## config.mk

```make
export PLATFORM = sky130hd
export DESIGN_NAME = acc_core
export DESIGN_NICKNAME = d
export VERILOG_FILES = /design/src/rtl/acc_core.sv
export SDC_FILE = /design/constraint.sdc
export NUM_CORES = 1
export LEC_CHECK = 0
export ABC_CLOCK_PERIOD_IN_PS = 5000
export CAP_MARGIN = 20
export CORE_ASPECT_RATIO = 1.25
export CORE_MARGIN = 3
export CORE_UTILIZATION = 50
export CTS_BUF_LIST = sky130_fd_sc_hd__clkbuf_4 sky130_fd_sc_hd__clkbuf_8 sky130_fd_sc_hd__clkbuf_16
export DETAILED_ROUTE_END_ITERATION = 16
export GPL_TIMING_DRIVEN = 0
export PLACE_DENSITY = 0.71
export SLEW_MARGIN = 30
export SYNTH_ARGS = -nofsm -noshare
export SYNTH_HDL_FRONTEND = slang
export SYNTH_SLANG_ARGS = --single-unit
```

## constraint.sdc

```tcl
create_clock -name clk -period 5 [get_ports clk]
set_clock_uncertainty 0.15 [all_clocks]
set_input_delay 1 -clock clk [delete_from_list [all_inputs] [get_ports clk]]
set_output_delay 1 -clock clk [all_outputs]
set_load 0.03 [all_outputs]
```

## src/rtl/acc_core.sv

```systemverilog
// Parametrised accumulator core: fetch/decode/execute FSM, W-bit ALU and registered flags.
// Optional conditional/unconditional branching (opcodes 8-11) is enabled by ACC_CORE_BRANCH_EN.
module acc_core #(
   parameter int unsigned W  = 8,
   parameter int unsigned AW = 4
) (
   input  logic          clk,
   input  logic          rst,
   output logic          instr_req,
   output logic [AW-1:0] instr_addr,
   input  logic [W+3:0]  instr_data,
   input  logic          instr_valid,
   output logic [W-1:0]  acc_out,
   output logic          zero_f,
   output logic          carry_f,
   output logic          negative_f,
   output logic          overflow_f,
   output logic          fetch,
   output logic          halted
);

   localparam int unsigned OPW = 4;

   localparam logic [OPW-1:0] OP_ADD = 4'd0;
   localparam logic [OPW-1:0] OP_SUB = 4'd1;
   localparam logic [OPW-1:0] OP_AND = 4'd2;
   localparam logic [OPW-1:0] OP_OR  = 4'd3;
   localparam logic [OPW-1:0] OP_LDA = 4'd4;
   localparam logic [OPW-1:0] OP_SHL = 4'd5;
   localparam logic [OPW-1:0] OP_SHR = 4'd6;
   localparam logic [OPW-1:0] OP_XOR = 4'd7;
   localparam logic [OPW-1:0] OP_HLT = 4'd15;

   typedef enum logic [1:0] {
      S_FETCH   = 2'd0,
      S_DECODE  = 2'd1,
      S_EXECUTE = 2'd2,
      S_HALT    = 2'd3
   } state_t;

   state_t state, state_nxt;

   logic [OPW-1:0] ir_op;
   logic [W-1:0]   ir_lit;
   logic [AW-1:0]  pc;
   logic [W-1:0]   acc;
   logic           z_r, c_r, n_r, v_r;

   // Values formed in DECODE, committed in EXECUTE
   logic [W-1:0]   res_q;
   logic           z_q, c_q, n_q, v_q, wr_q, take_q;

   logic [W:0]     sum;
   logic [W-1:0]   diff;
   logic [W-1:0]   alu_res;
   logic           alu_c, alu_v, alu_wr, br_take;
   logic           instr_req_d, fetch_d, halted_d;

   // State register plus registered state outputs
   always_ff @(posedge clk) begin
      if (rst) begin
         state     <= S_FETCH;
         instr_req <= 1'b1;
         fetch     <= 1'b1;
         halted    <= 1'b0;
      end else begin
         state     <= state_nxt;
         instr_req <= instr_req_d;
         fetch     <= fetch_d;
         halted    <= halted_d;
      end
   end

   always_comb begin
      state_nxt = state;
      case (state)
         S_FETCH:   if (instr_valid) state_nxt = S_DECODE;
         S_DECODE:  state_nxt = S_EXECUTE;
         S_EXECUTE: state_nxt = (ir_op == OP_HLT) ? S_HALT : S_FETCH;
         S_HALT:    state_nxt = S_HALT;
         default:   state_nxt = S_FETCH;
      endcase
   end

   // Outputs are computed from the next state so they register alongside it
   always_comb begin
      instr_req_d = 1'b0;
      fetch_d     = 1'b0;
      halted_d    = 1'b0;
      case (state_nxt)
         S_FETCH: begin
            instr_req_d = 1'b1;
            fetch_d     = 1'b1;
         end
         S_HALT:  halted_d = 1'b1;
         default: ;
      endcase
   end

   always_comb begin
      sum     = {1'b0, acc} + {1'b0, ir_lit};
      diff    = acc - ir_lit;
      alu_res = acc;
      alu_c   = 1'b0;
      alu_v   = 1'b0;
      alu_wr  = 1'b1;
      case (ir_op)
         OP_ADD: begin
            alu_res = sum[W-1:0];
            alu_c   = sum[W];
            alu_v   = (acc[W-1] == ir_lit[W-1]) && (sum[W-1] != acc[W-1]);
         end
         OP_SUB: begin
            alu_res = diff;
            alu_c   = (acc < ir_lit);
            alu_v   = (acc[W-1] != ir_lit[W-1]) && (diff[W-1] != acc[W-1]);
         end
         OP_AND:  alu_res = acc & ir_lit;
         OP_OR:   alu_res = acc | ir_lit;
         OP_LDA:  alu_res = ir_lit;
         OP_SHL:  alu_res = acc << 1;
         OP_SHR:  alu_res = acc >> 1;
         OP_XOR:  alu_res = acc ^ ir_lit;
         default: alu_wr  = 1'b0;
      endcase
   end

`ifdef ACC_CORE_BRANCH_EN
   // Conditions use the flags as committed by the previous instruction
   always_comb begin
      br_take = 1'b0;
      case (ir_op)
         4'd8:    br_take = 1'b1;
         4'd9:    br_take = z_r;
         4'd10:   br_take = c_r;
         4'd11:   br_take = n_r;
         default: br_take = 1'b0;
      endcase
   end
`else
   assign br_take = 1'b0;
`endif

   always_ff @(posedge clk) begin
      if (rst) begin
         ir_op  <= '0;
         ir_lit <= '0;
         pc     <= '0;
         acc    <= '0;
         z_r    <= 1'b0;
         c_r    <= 1'b0;
         n_r    <= 1'b0;
         v_r    <= 1'b0;
         res_q  <= '0;
         z_q    <= 1'b0;
         c_q    <= 1'b0;
         n_q    <= 1'b0;
         v_q    <= 1'b0;
         wr_q   <= 1'b0;
         take_q <= 1'b0;
      end else begin
         case (state)
            S_FETCH: begin
               if (instr_valid) begin
                  ir_op  <= instr_data[W+3:W];
                  ir_lit <= instr_data[W-1:0];
               end
            end
            S_DECODE: begin
               res_q  <= alu_res;
               z_q    <= (alu_res == '0);
               n_q    <= alu_res[W-1];
               c_q    <= alu_c;
               v_q    <= alu_v;
               wr_q   <= alu_wr;
               take_q <= br_take;
            end
            S_EXECUTE: begin
               if (wr_q) begin
                  acc <= res_q;
                  z_r <= z_q;
                  c_r <= c_q;
                  n_r <= n_q;
                  v_r <= v_q;
               end
               if (ir_op != OP_HLT)
                  pc <= take_q ? ir_lit[AW-1:0] : pc + AW'(1);
            end
            default: ;
         endcase
      end
   end

   assign instr_addr = pc;
   assign acc_out    = acc;
   assign zero_f     = z_r;
   assign carry_f    = c_r;
   assign negative_f = n_r;
   assign overflow_f = v_r;

endmodule

```

==> run summary <==
## Logic synthesis
* **gate count of the mapped netlist** 391
* **most used flip-flop cell after synthesis** sky130_fd_sc_hd__dfxtp_1
* **Yosys reg bits** 43
* **mean cell area of the mapped netlist** 7.89 µm²
* **fraction of synthesis flops using an asynchronous set or reset pin** 0%
* **net count of the mapped netlist** 433
* **count of cell types in the netlist** 61
* **Syn Std Cell Area** 3090 µm²
* **part of the Yosys area used for sequential elements** 27.9%
* **number of synthesized flops with an enable pin** 0
* **yosys warns** 0

## Placement
* **placed cell count** 505
* **pre-CTS setup slack** 1.88 ns
* **count of buffers inserted at the top-level ports** 32
* **final weighted congestion in routability-driven placement** 0.935
* **detailed placer's ending HPWL** 6330 µm

## Worst setup path
* **Worst path most repeated cell** sky130_fd_sc_hd__inv_1
* **Top Family by Delay on Critical Path** multiplexers
* **Buf/Inv on CP** 2
* **stage delay of the slowest cell on the critical path** 0.55 ns
* **CP required** 5.06 ns
* **sort of element at the end of the critical path** flop
* **critical-path cell list** inv_1 > fa_1 > inv_1 > mux4_2 > mux2i_1 > o21ai_0 > nor4_1 > o2111ai_1 > o31ai_2
* **Critical Setup Path Class** flop to flop
* **CP Data Arrival Time** 3.22 ns
* **Critical Path Source Type** flop
* **Crit-path slowest cell** sky130_fd_sc_hd__dfxtp_1
* **Max Fanout on Critical Path** 9

## Timing
* **Finish-stage setup viols** 0
* **Total Neg Setup Slack** 0 ns
* **setup repair after global routing missed its margin** false
* **post-layout min period** 3.16 ns
* **worst path setup slack after routing** 1.84 ns
* **worst-margin pin slew** 0.770 ns
* **achievable clock frequency** 317 MHz
* **final number of hold-violating endpoints** 0
* **Slew headroom** 48.7%
* **total count of max-transition violations in the final report** 0
* **share of the cycle needed by the critical path after routing** 63.1%

## Global route
* **pin count of the biggest net entering global routing** 13
* **antenna violations before repair** 0
* **leftover overflow at the end of global routing** 0
* **vias in the first global route** 2,829
* **wire length of the first global-routing pass** 13,700 µm
* **overall routing resource usage** 23.9%

## Layout
* **register area** 861 µm²
* **final standard cell count with taps included and fillers excluded** 513
* **fill cell total of the finished layout** 558
* **area overhead of the layout relative to synthesis** 17.1%
* **net count of the finished layout** 472
* **area of the multi-input gates** 1980 µm²
* **ratio of cells with drive above 1 in the final layout** 6.96%
* **diode insertion count for antenna repair** 0

## Route
* **post-detailed-route wirelength per cell** 16.0 µm
* **Pre-Repair DR Iteration Count** 5
* **vias per cell** 5.71
* **number of routed nets with antenna violations** 0
* **drt initial violations** 353
* **post-detailed-routing wire length** 8200 µm
* **count of vias placed by the detailed router** 2,930
* **DRC violations left** 0

## Die
* **vertical die dimension** 93.8 µm
* **Floorplan Core Area** 5900 µm²
* **horizontal die dimension** 76.3 µm
* **Starting Density** 52.3%
* **full die area** 7160 µm²
* **I/O pin total** 34
* **site row count** 31

## Clock tree
* **number of clock sinks** 43
* **number of H-tree levels** 2
* **CTS-repair resized insts** 0
* **Clock Pin Slew Worst Setup and Hold Paths** 0.08 ns
* **CTS Root Cell** sky130_fd_sc_hd__clkbuf_8
* **worst skew pair latency** 0.29 ns
* **number of CTS-inserted buffers** 5
* **number of setup buffers added after CTS** 0
* **clock tree from TritonCTS** yes
* **hold bufs inserted after CTS** 0
* **maximum clock path buffer count** 2

## Run
* **max-cap check violation count** 0

## Worst hold path
* **hold crit path type** flop to flop

## Outcome
* **outcome** finished clean

## Pwr
* **power density over the cells** 214 nW/µm²
* **Static Leakage** 0.00144 µW
* **Max IR drop VDD** 257 µV

[tightest hold or removal path, stage by stage, from the launching register on]
cell,delay (ns)
sky130_fd_sc_hd__dfxtp_1,0.31
sky130_fd_sc_hd__nand2_1,0.05
sky130_fd_sc_hd__a21oi_1,0.05
[metrics by stage]
stage	cell area [µm²]	hold WS (ns)	util, %	total power [µW]
floorplan	3090	0.281	-	483
detailed placement	3510	0.303	59.5	534
global route	3610	0.339	61.3	812
global placement	3510	0.293	59.5	532
finish	3610	0.308	61.3	773
CTS	3610	0.314	61.3	778
[flip-flops by register name (all words and copies together), names as in the netlist]
signal / cells
res_q: 8
zero_f: 1
overflow_f: 1
c_q: 1
wr_q: 1
fetch: 1
instr_addr: 4
halted: 1
z_q: 1
ir_lit: 8
carry_f: 1
ir_op: 4
v_q: 1
acc_out: 8
state: 2
[metal layers]
metal / vias up / global-route usage [%] / share of wire, %
li1: 1448 / - / -
met1: 1346 / 30.5 / 44
met2: 119 / 40.7 / 47
met3: 17 / 2.88 / 5.8
met4: 0 / 10.1 / 2.6
met5: - / 0 / 0
[report_power, final]
| group | internal (µW) | total [µW] | switching (µW) | leakage (µW) |
|---|---|---|---|---|
| registers | 355 | 364 | 9.00 | 0.000350 |
| logic | 65.4 | 165 | 100 | 0.00104 |
| clock network | 131 | 244 | 113 | 0.0000549 |
| total | 551 | 773 | 222 | 0.00144 |
[final timing paths]
kind | start | to | slack, ns | depth (start not counted)
max reg2reg | acc_out[1] | z_q | 1.84 | 9
min | v_q | v_q | 0.31 | 2
min reg2reg | v_q | v_q | 0.31 | 2
max | acc_out[1] | z_q | 1.84 | 9
[cells by family after synthesis]
kind of cell    synth area share [%]
buf+inv                         8.07
compound gates                  22.2
simple gates                    20.6
flops                           27.9
mux                             8.11
fa+ha+maj                       11.4
xor+xnor                        1.70
[cell usage after synthesis (3+ instances only)]
library cell | number | area share, %
sky130_fd_sc_hd__mux4_2 | 3 | 2.2
sky130_fd_sc_hd__nand2b_1 | 5 | 1.0
sky130_fd_sc_hd__buf_2 | 6 | 0.97
sky130_fd_sc_hd__nand3_1 | 5 | 0.81
sky130_fd_sc_hd__clkbuf_1 | 16 | 1.9
sky130_fd_sc_hd__o21ai_0 | 15 | 2.4
sky130_fd_sc_hd__mux2i_1 | 16 | 5.2
sky130_fd_sc_hd__and2_1 | 4 | 0.81
sky130_fd_sc_hd__nor3_1 | 12 | 1.9
sky130_fd_sc_hd__nor2_1 | 38 | 4.6
sky130_fd_sc_hd__o31ai_1 | 7 | 1.7
sky130_fd_sc_hd__nand2_1 | 45 | 5.5
sky130_fd_sc_hd__nor2b_1 | 9 | 1.8
sky130_fd_sc_hd__inv_1 | 31 | 3.8
sky130_fd_sc_hd__a211oi_1 | 7 | 1.7
sky130_fd_sc_hd__buf_4 | 3 | 0.73
sky130_fd_sc_hd__dfxtp_1 | 43 | 28
sky130_fd_sc_hd__a21oi_1 | 29 | 4.7
sky130_fd_sc_hd__a32oi_1 | 3 | 0.85
sky130_fd_sc_hd__nand3b_1 | 4 | 0.97
sky130_fd_sc_hd__o21bai_1 | 3 | 0.73
sky130_fd_sc_hd__o211ai_1 | 4 | 0.97
sky130_fd_sc_hd__ha_1 | 25 | 10
sky130_fd_sc_hd__o21a_1 | 4 | 0.97
sky130_fd_sc_hd__xor2_1 | 3 | 0.85
sky130_fd_sc_hd__xnor2_1 | 3 | 0.85
[cell type report]
cell class,count,area share [%]
Tap cell,82,2.84
Buffer,28,3.67
Inverter,31,3.22
Sequential cell,43,23.8
Clock buffer,8,2.87
Multi-Input combinational cell,289,54.7
Timing Repair Buffer,32,8.87
[cells in the final DEF (no fill, tap or decap), types with 3 or more instances in the layout]
master	n
sky130_fd_sc_hd__o211ai_1	4
sky130_fd_sc_hd__inv_1	31
sky130_fd_sc_hd__nand2_1	45
sky130_fd_sc_hd__buf_4	3
sky130_fd_sc_hd__a211oi_1	7
sky130_fd_sc_hd__o31ai_1	7
sky130_fd_sc_hd__nand2b_1	5
sky130_fd_sc_hd__clkbuf_1	16
sky130_fd_sc_hd__nor3_1	12
sky130_fd_sc_hd__clkdlybuf4s50_1	32
sky130_fd_sc_hd__a21oi_1	29
sky130_fd_sc_hd__nand3b_1	4
sky130_fd_sc_hd__buf_2	6
sky130_fd_sc_hd__o21bai_1	3
sky130_fd_sc_hd__ha_1	25
sky130_fd_sc_hd__xnor2_1	3
sky130_fd_sc_hd__nand3_1	5
sky130_fd_sc_hd__mux4_2	3
sky130_fd_sc_hd__clkbuf_8	7
sky130_fd_sc_hd__dfxtp_1	43
sky130_fd_sc_hd__o21ai_0	15
sky130_fd_sc_hd__o21a_1	4
sky130_fd_sc_hd__mux2i_1	16
sky130_fd_sc_hd__a32oi_1	3
sky130_fd_sc_hd__nor2b_1	9
sky130_fd_sc_hd__nor2_1	38
sky130_fd_sc_hd__and2_1	4
sky130_fd_sc_hd__xor2_1	3
Power figures use the tool's default switching activity.
